File: config.mk
export PLATFORM = sky130hd
export DESIGN_NAME = controlador_carga_instrucoes_flat
export DESIGN_NICKNAME = d
export VERILOG_FILES = /design/src/rtl/controlador_carga_instrucoes_if.sv /design/src/rtl/controlador_carga_instrucoes.sv /design/src/flat_wrapper.sv
export SDC_FILE = /design/constraint.sdc
export NUM_CORES = 1
export LEC_CHECK = 0
export CAP_MARGIN = 5
export CORE_MARGIN = 4
export CORE_UTILIZATION = 39
export CTS_CLUSTER_DIAMETER = 60
export DETAILED_ROUTE_END_ITERATION = 12
export GPL_ROUTABILITY_DRIVEN = 0
export PLACE_DENSITY = 0.9
export SLEW_MARGIN = 20
export SYNTH_ARGS = -nofsm -noshare
export SYNTH_HDL_FRONTEND = slang
export SYNTH_SLANG_ARGS = --single-unit
File: constraint.sdc
create_clock -name clk -period 1.99 [get_ports clk]
set_input_delay 0.199 -clock clk [delete_from_list [all_inputs] [get_ports clk]]
set_output_delay 0.199 -clock clk [all_outputs]
set_load 0.05 [all_outputs]
File: src/rtl/controlador_carga_instrucoes_if.sv
// controlador_carga_instrucoes_if: byte-stream, memory-port and CPU-fetch signals of the instruction loader
interface controlador_carga_instrucoes_if #(parameter int ADDR_W = 8);
  logic iniciar_carga;
  logic [ADDR_W:0] num_palavras;
  logic executar;
  logic byte_valido;
  logic [7:0] byte_dado;
  logic byte_pronto;
  logic [31:0] pc;
  logic [31:0] instrucao_mem;
  logic [31:0] instrucao;
  logic [ADDR_W-1:0] mem_addr;
  logic mem_we;
  logic [31:0] mem_wdata;
  logic cpu_stall;
  logic carga_ativa;
  logic carga_concluida;
  logic erro_alinhamento;
  modport slave (
    input iniciar_carga, num_palavras, executar, byte_valido, byte_dado, pc, instrucao_mem,
    output byte_pronto, instrucao, mem_addr, mem_we, mem_wdata, cpu_stall, carga_ativa,
           carga_concluida, erro_alinhamento
  );
  modport master (
    output iniciar_carga, num_palavras, executar, byte_valido, byte_dado, pc, instrucao_mem,
    input byte_pronto, instrucao, mem_addr, mem_we, mem_wdata, cpu_stall, carga_ativa,
          carga_concluida, erro_alinhamento
  );
endinterface

File: src/rtl/controlador_carga_instrucoes.sv
// controlador_carga_instrucoes: loads big-endian words from a byte stream into instruction memory, then hands the port to the CPU
module controlador_carga_instrucoes #(
  parameter int PALAVRAS = 256,
  parameter int ADDR_W = 8
) (
  input logic clk,
  input logic rst_n,
  controlador_carga_instrucoes_if.slave bus
);
  localparam logic [1:0] OCIOSO = 2'd0, CARGA = 2'd1, ESCRITA = 2'd2, EXECUCAO = 2'd3;
  logic [1:0] estado;
  logic [ADDR_W:0] total, contagem;
  logic [ADDR_W-1:0] endereco;
  logic [1:0] indice;
  logic [31:0] buffer;
  logic concluida, erro;
  logic executando, pedido_valido, aceita_byte, ultima;
  logic unused_pc;
  assign executando = estado == EXECUCAO;
  assign pedido_valido = bus.iniciar_carga && bus.num_palavras != '0 &&
                         bus.num_palavras <= (ADDR_W+1)'(PALAVRAS);
  assign aceita_byte = estado == CARGA && bus.byte_valido;
  assign ultima = (contagem + (ADDR_W+1)'(1)) == total;
  assign unused_pc = ^bus.pc[31:ADDR_W+2];
  always_ff @(posedge clk or negedge rst_n) begin
    if (!rst_n) begin
      estado <= OCIOSO;
      total <= '0;
      contagem <= '0;
      endereco <= '0;
      indice <= '0;
      buffer <= '0;
      concluida <= 1'b0;
      erro <= 1'b0;
    end else begin
      concluida <= 1'b0;
      if (executando && bus.pc[1:0] != 2'b00) erro <= 1'b1;
      // an accepted load overrides a same-cycle alignment error
      if ((estado == OCIOSO || executando) && pedido_valido) begin
        estado <= CARGA;
        total <= bus.num_palavras;
        contagem <= '0;
        endereco <= '0;
        indice <= '0;
        erro <= 1'b0;
      end else if (estado == OCIOSO && bus.executar) begin
        estado <= EXECUCAO;
      end else if (aceita_byte) begin
        buffer[5'd31 - {indice, 3'b000} -: 8] <= bus.byte_dado;
        indice <= indice + 2'd1;
        if (indice == 2'd3) estado <= ESCRITA;
      end else if (estado == ESCRITA) begin
        endereco <= endereco + ADDR_W'(1);
        contagem <= contagem + (ADDR_W+1)'(1);
        concluida <= ultima;
        estado <= ultima ? EXECUCAO : CARGA;
      end
    end
  end
  assign bus.byte_pronto = estado == CARGA;
  assign bus.mem_we = estado == ESCRITA;
  assign bus.mem_wdata = estado == ESCRITA ? buffer : 32'h0;
  assign bus.mem_addr = executando ? bus.pc[ADDR_W+1:2] : endereco;
  assign bus.instrucao = executando ? bus.instrucao_mem : 32'h0;
  assign bus.cpu_stall = !executando;
  assign bus.carga_ativa = estado == CARGA || estado == ESCRITA;
  assign bus.carga_concluida = concluida;
  assign bus.erro_alinhamento = erro;
endmodule
File: src/flat_wrapper.sv
// flat-port wrapper written by rule: the top's interface ports become plain ports
module controlador_carga_instrucoes_flat 
#(
  parameter int PALAVRAS = 256,
  parameter int ADDR_W = 8
)
  (clk, rst_n, bus_iniciar_carga, bus_num_palavras, bus_executar, bus_byte_valido, bus_byte_dado, bus_pc, bus_instrucao_mem, bus_byte_pronto, bus_instrucao, bus_mem_addr, bus_mem_we, bus_mem_wdata, bus_cpu_stall, bus_carga_ativa, bus_carga_concluida, bus_erro_alinhamento);
  controlador_carga_instrucoes_if #(.ADDR_W(ADDR_W)) bus_i ();
  input logic clk;
  input logic rst_n;
  input wire logic [$bits(bus_i.iniciar_carga)-1:0] bus_iniciar_carga;
  input wire logic [$bits(bus_i.num_palavras)-1:0] bus_num_palavras;
  input wire logic [$bits(bus_i.executar)-1:0] bus_executar;
  input wire logic [$bits(bus_i.byte_valido)-1:0] bus_byte_valido;
  input wire logic [$bits(bus_i.byte_dado)-1:0] bus_byte_dado;
  input wire logic [$bits(bus_i.pc)-1:0] bus_pc;
  input wire logic [$bits(bus_i.instrucao_mem)-1:0] bus_instrucao_mem;
  output wire logic [$bits(bus_i.byte_pronto)-1:0] bus_byte_pronto;
  output wire logic [$bits(bus_i.instrucao)-1:0] bus_instrucao;
  output wire logic [$bits(bus_i.mem_addr)-1:0] bus_mem_addr;
  output wire logic [$bits(bus_i.mem_we)-1:0] bus_mem_we;
  output wire logic [$bits(bus_i.mem_wdata)-1:0] bus_mem_wdata;
  output wire logic [$bits(bus_i.cpu_stall)-1:0] bus_cpu_stall;
  output wire logic [$bits(bus_i.carga_ativa)-1:0] bus_carga_ativa;
  output wire logic [$bits(bus_i.carga_concluida)-1:0] bus_carga_concluida;
  output wire logic [$bits(bus_i.erro_alinhamento)-1:0] bus_erro_alinhamento;
  assign bus_i.iniciar_carga = bus_iniciar_carga;
  assign bus_i.num_palavras = bus_num_palavras;
  assign bus_i.executar = bus_executar;
  assign bus_i.byte_valido = bus_byte_valido;
  assign bus_i.byte_dado = bus_byte_dado;
  assign bus_i.pc = bus_pc;
  assign bus_i.instrucao_mem = bus_instrucao_mem;
  assign bus_byte_pronto = bus_i.byte_pronto;
  assign bus_instrucao = bus_i.instrucao;
  assign bus_mem_addr = bus_i.mem_addr;
  assign bus_mem_we = bus_i.mem_we;
  assign bus_mem_wdata = bus_i.mem_wdata;
  assign bus_cpu_stall = bus_i.cpu_stall;
  assign bus_carga_ativa = bus_i.carga_ativa;
  assign bus_carga_concluida = bus_i.carga_concluida;
  assign bus_erro_alinhamento = bus_i.erro_alinhamento;
  controlador_carga_instrucoes #(.PALAVRAS(PALAVRAS), .ADDR_W(ADDR_W)) u_core (.clk(clk), .rst_n(rst_n), .bus(bus_i));
endmodule
==> flow_summary.json <==
{
  "dp_cells": 685,
  "drt-total-wl_mm": 11.4,
  "die_area_sq_um": 11400,
  "synth_area_leaders": "dfrtp_1 42%, and2_1 11%, mux2i_1 6.9%",
  "antenna_found_initial": 0,
  "final_cell_mix": "70 x buf_12, 68 x nand2_1, 64 x and2_1, 64 x clkdlybuf4s50_1, 63 x dfrtp_1",
  "yosysSeqAreaShare": 0.422,
  "start_kind": "register",
  "timing.max_cap.violations": 0,
  "grt_first_pass_wirelength_mm": 18.4,
  "finalSetupViolCount": 2,
  "drtPass1Iterations": 4,
  "hp-class": "in2async",
  "ant_nets": 0,
  "drt_iter0_markers": 228,
  "synth_area_sq_um": 3790,
  "vias": 3472,
  "fillerInstances": 659,
  "cp_data_arrival_time_ns": 2.27,
  "rsz0062_at_grt": "true",
  "yosysTopAreaCell": "dfrtp_1",
  "grt_overflow": 0,
  "p_per_area_nw_per_um2": 1390,
  "layout_commonest_cell": "buf_12",
  "wl_per_cell_um": 16.3,
  "finalNetCount": 664,
  "cts-buffers-inserted": 9,
  "yosysWarningCount": 0,
  "instances_no_fill": 702,
  "power_leakage_nw": 3.03,
  "htree_levels": 3,
  "fmax_mhz": 496,
  "coreArea_sq_um": 9370,
  "worst_slew_pin_slew_ns": 0.664,
  "start_util": 0.405,
  "crit_type": "reg2reg",
  "dp_slack_ns": -0.308,
  "dp_hpwl_mm": 8.82,
  "violations": "setup timing",
  "synth_fp_nets": 509,
  "status": "complete, but fails checks",
  "synth.top_cell.area_share": 0.422,
  "cts_sinks": 64,
  "worst_setup_path_end_kind": "register",
  "cts_buffer_depth": 2,
  "drc": 0,
  "ys_seq_elements": 64,
  "worst-path-max-fanout": 2,
  "ioPinCount": 164,
  "fin_crit_sh": 1.01,
  "area_growth_pct": 68.7,
  "drive_gt1_frac": 0.260,
  "synth_cells": 413,
  "globalRouteTotalUtil": 0.204,
  "synth_cell_types": 39,
  "diodes": 0,
  "via_per_inst": 4.95,
  "clockRootBuffer": "clkbuf_8",
  "tns_ns": -0.0495,
  "fin_crit_ns": 2.02,
  "clk_pin_slew_worst_paths_ns": 0.07,
  "row_count": 35,
  "die_y_um": 107,
  "cp.required_ns": 2.24,
  "skew_ns": 0.0102,
  "cts_tree": "built",
  "synth_area_per_cell_sq_um": 9.19,
  "grt_max_degree": 43,
  "finalPower_w": 0.00888,
  "slew_headroom": 0.557,
  "die_x_um": 107,
  "vdd_drop_max_mv": 0.623,
  "port_buffers": 141,
  "grt_pass1_vias": 3736,
  "maxSlewViolCount": 0,
  "timing.final.ws_setup_ns": -0.0280,
  "post-cts-setup-buffers": 0,
  "clock_latency_ns": 0.35,
  "finalHoldViolCount": 0,
  "whs_ns": 0.426
}
## area by class of cell
class / instances / area [sq um] / share of cell area
repair buffers: 163 / 2260 / 0.354
clock buffers: 11 / 141 / 0.0221
well taps: 129 / 161 / 0.0252
flip-flops and latches: 64 / 1600 / 0.250
multi-input cells: 300 / 2040 / 0.318
inverters: 30 / 113 / 0.0176
clock inverters: 5 / 80.1 / 0.0125
## cell families after synthesis
logic type,count (synthesis),share of synthesized area
buffers and inverters,49,0.0547
xor gates and xnor gates,24,0.0554
AOI/OAI and AO/OA,20,0.0353
and+or+nand+nor,204,0.283
muxes,42,0.116
adders and majority gates,10,0.0330
DFF,64,0.422
## routing by layer
metal | global-route usage | routed length, um
met2 | 0.371 | 6070
met4 | 0.0658 | 241
met1 | 0.231 | 4110
met3 | 0.0542 | 1000
met5 | 0 | 0
## flip-flops by register name (all words and copies together) (netlist names)
name                         cells
u_core.buffer                   32
u_core.contagem                  9
u_core.total                     9
u_core.endereco                  8
u_core.estado                    2
u_core.indice                    2
u_core.bus.carga_concluida       1
u_core.bus.erro_alinhamento      1
## cell usage after synthesis
master / count
buf_2: 1
o21ai_0: 4
nand4_1: 3
and2_1: 64
a21oi_1: 9
nor3_1: 1
nor4_1: 3
or4_4: 1
nor2_1: 25
or3_1: 1
clkbuf_1: 15
or4b_1: 1
o211ai_1: 1
a222oi_1: 1
o2111ai_2: 1
a211oi_2: 1
nor4b_4: 1
and3_4: 1
nand2b_2: 2
inv_1: 30
dfrtp_1: 64
ha_1: 10
a21o_1: 1
xor2_1: 14
and3b_1: 1
a21oi_2: 1
and3_1: 10
nand3_1: 14
nand3_2: 1
nor3_2: 1
xnor2_1: 10
mux2_2: 16
mux2i_1: 26
nand2b_1: 1
nand2_1: 68
buf_6: 3
nand3b_1: 3
nor2b_1: 2
a22oi_1: 1
## where the power goes
| group | internal (W) | total [W] | leakage [nW] | switching [W] |
|---|---|---|---|---|
| Combinational | 0.00243 | 0.00552 | 2.09 | 0.00309 |
| Sequential | 0.00174 | 0.00211 | 0.833 | 0.000370 |
| Clock | 0.000738 | 0.00125 | 0.106 | 0.000511 |
| Total | 0.00491 | 0.00888 | 3.03 | 0.00397 |
## critical path: stages, from the launching register on
cell and delay (ns):
dfrtp_1 0.42, ha_4 0.26, xor2_1 0.16, or4_4 0.43, nor4b_4 0.27, o2111ai_2 0.19
a211oi_2 0.21
## through the flow
| stage | util | area, sq um |
|---|---|---|
| 3_3_place_gp | 0.655 | 6140 |
| 5_1_grt | 0.683 | 6400 |
| 4_1_cts | 0.680 | 6370 |
| 2_1_floorplan | - | 3830 |
| 6_report | 0.683 | 6400 |
| 3_5_place_dp | 0.655 | 6140 |
## what timing repair did
item / 4_1_cts / 5_1_grt
hold buffers: 1 / 0
endpoints found under the setup margin: 10 / 54
pin swaps: 4 / 2
resized for setup: 1 / 6
hold endpoints to repair: 28 / 0
## worst paths after layout
check / startpoint / endpoint / slack [ns] / cells past startpoint
min in group clk: bus_num_palavras[0] / u_core.total[0]$_DFFE_PN0N_ / 0.43 / 3
hold reg to reg: u_core.total[1]$_DFFE_PN0N_ / u_core.total[1]$_DFFE_PN0N_ / 0.51 / 2
setup reg to reg: u_core.contagem[1]$_DFFE_PN0P_ / u_core.estado[1]$_DFFE_PN0P_ / -0.03 / 6
setup / recovery: u_core.contagem[1]$_DFFE_PN0P_ / u_core.estado[1]$_DFFE_PN0P_ / -0.03 / 6
hold / removal: rst_n / u_core.total[0]$_DFFE_PN0N_ / 0.43 / 2
max in group asynchronous: rst_n / u_core.buffer[31]$_DFFE_PN0P_ / 0.94 / 3
Power figures use the tool's default switching activity.
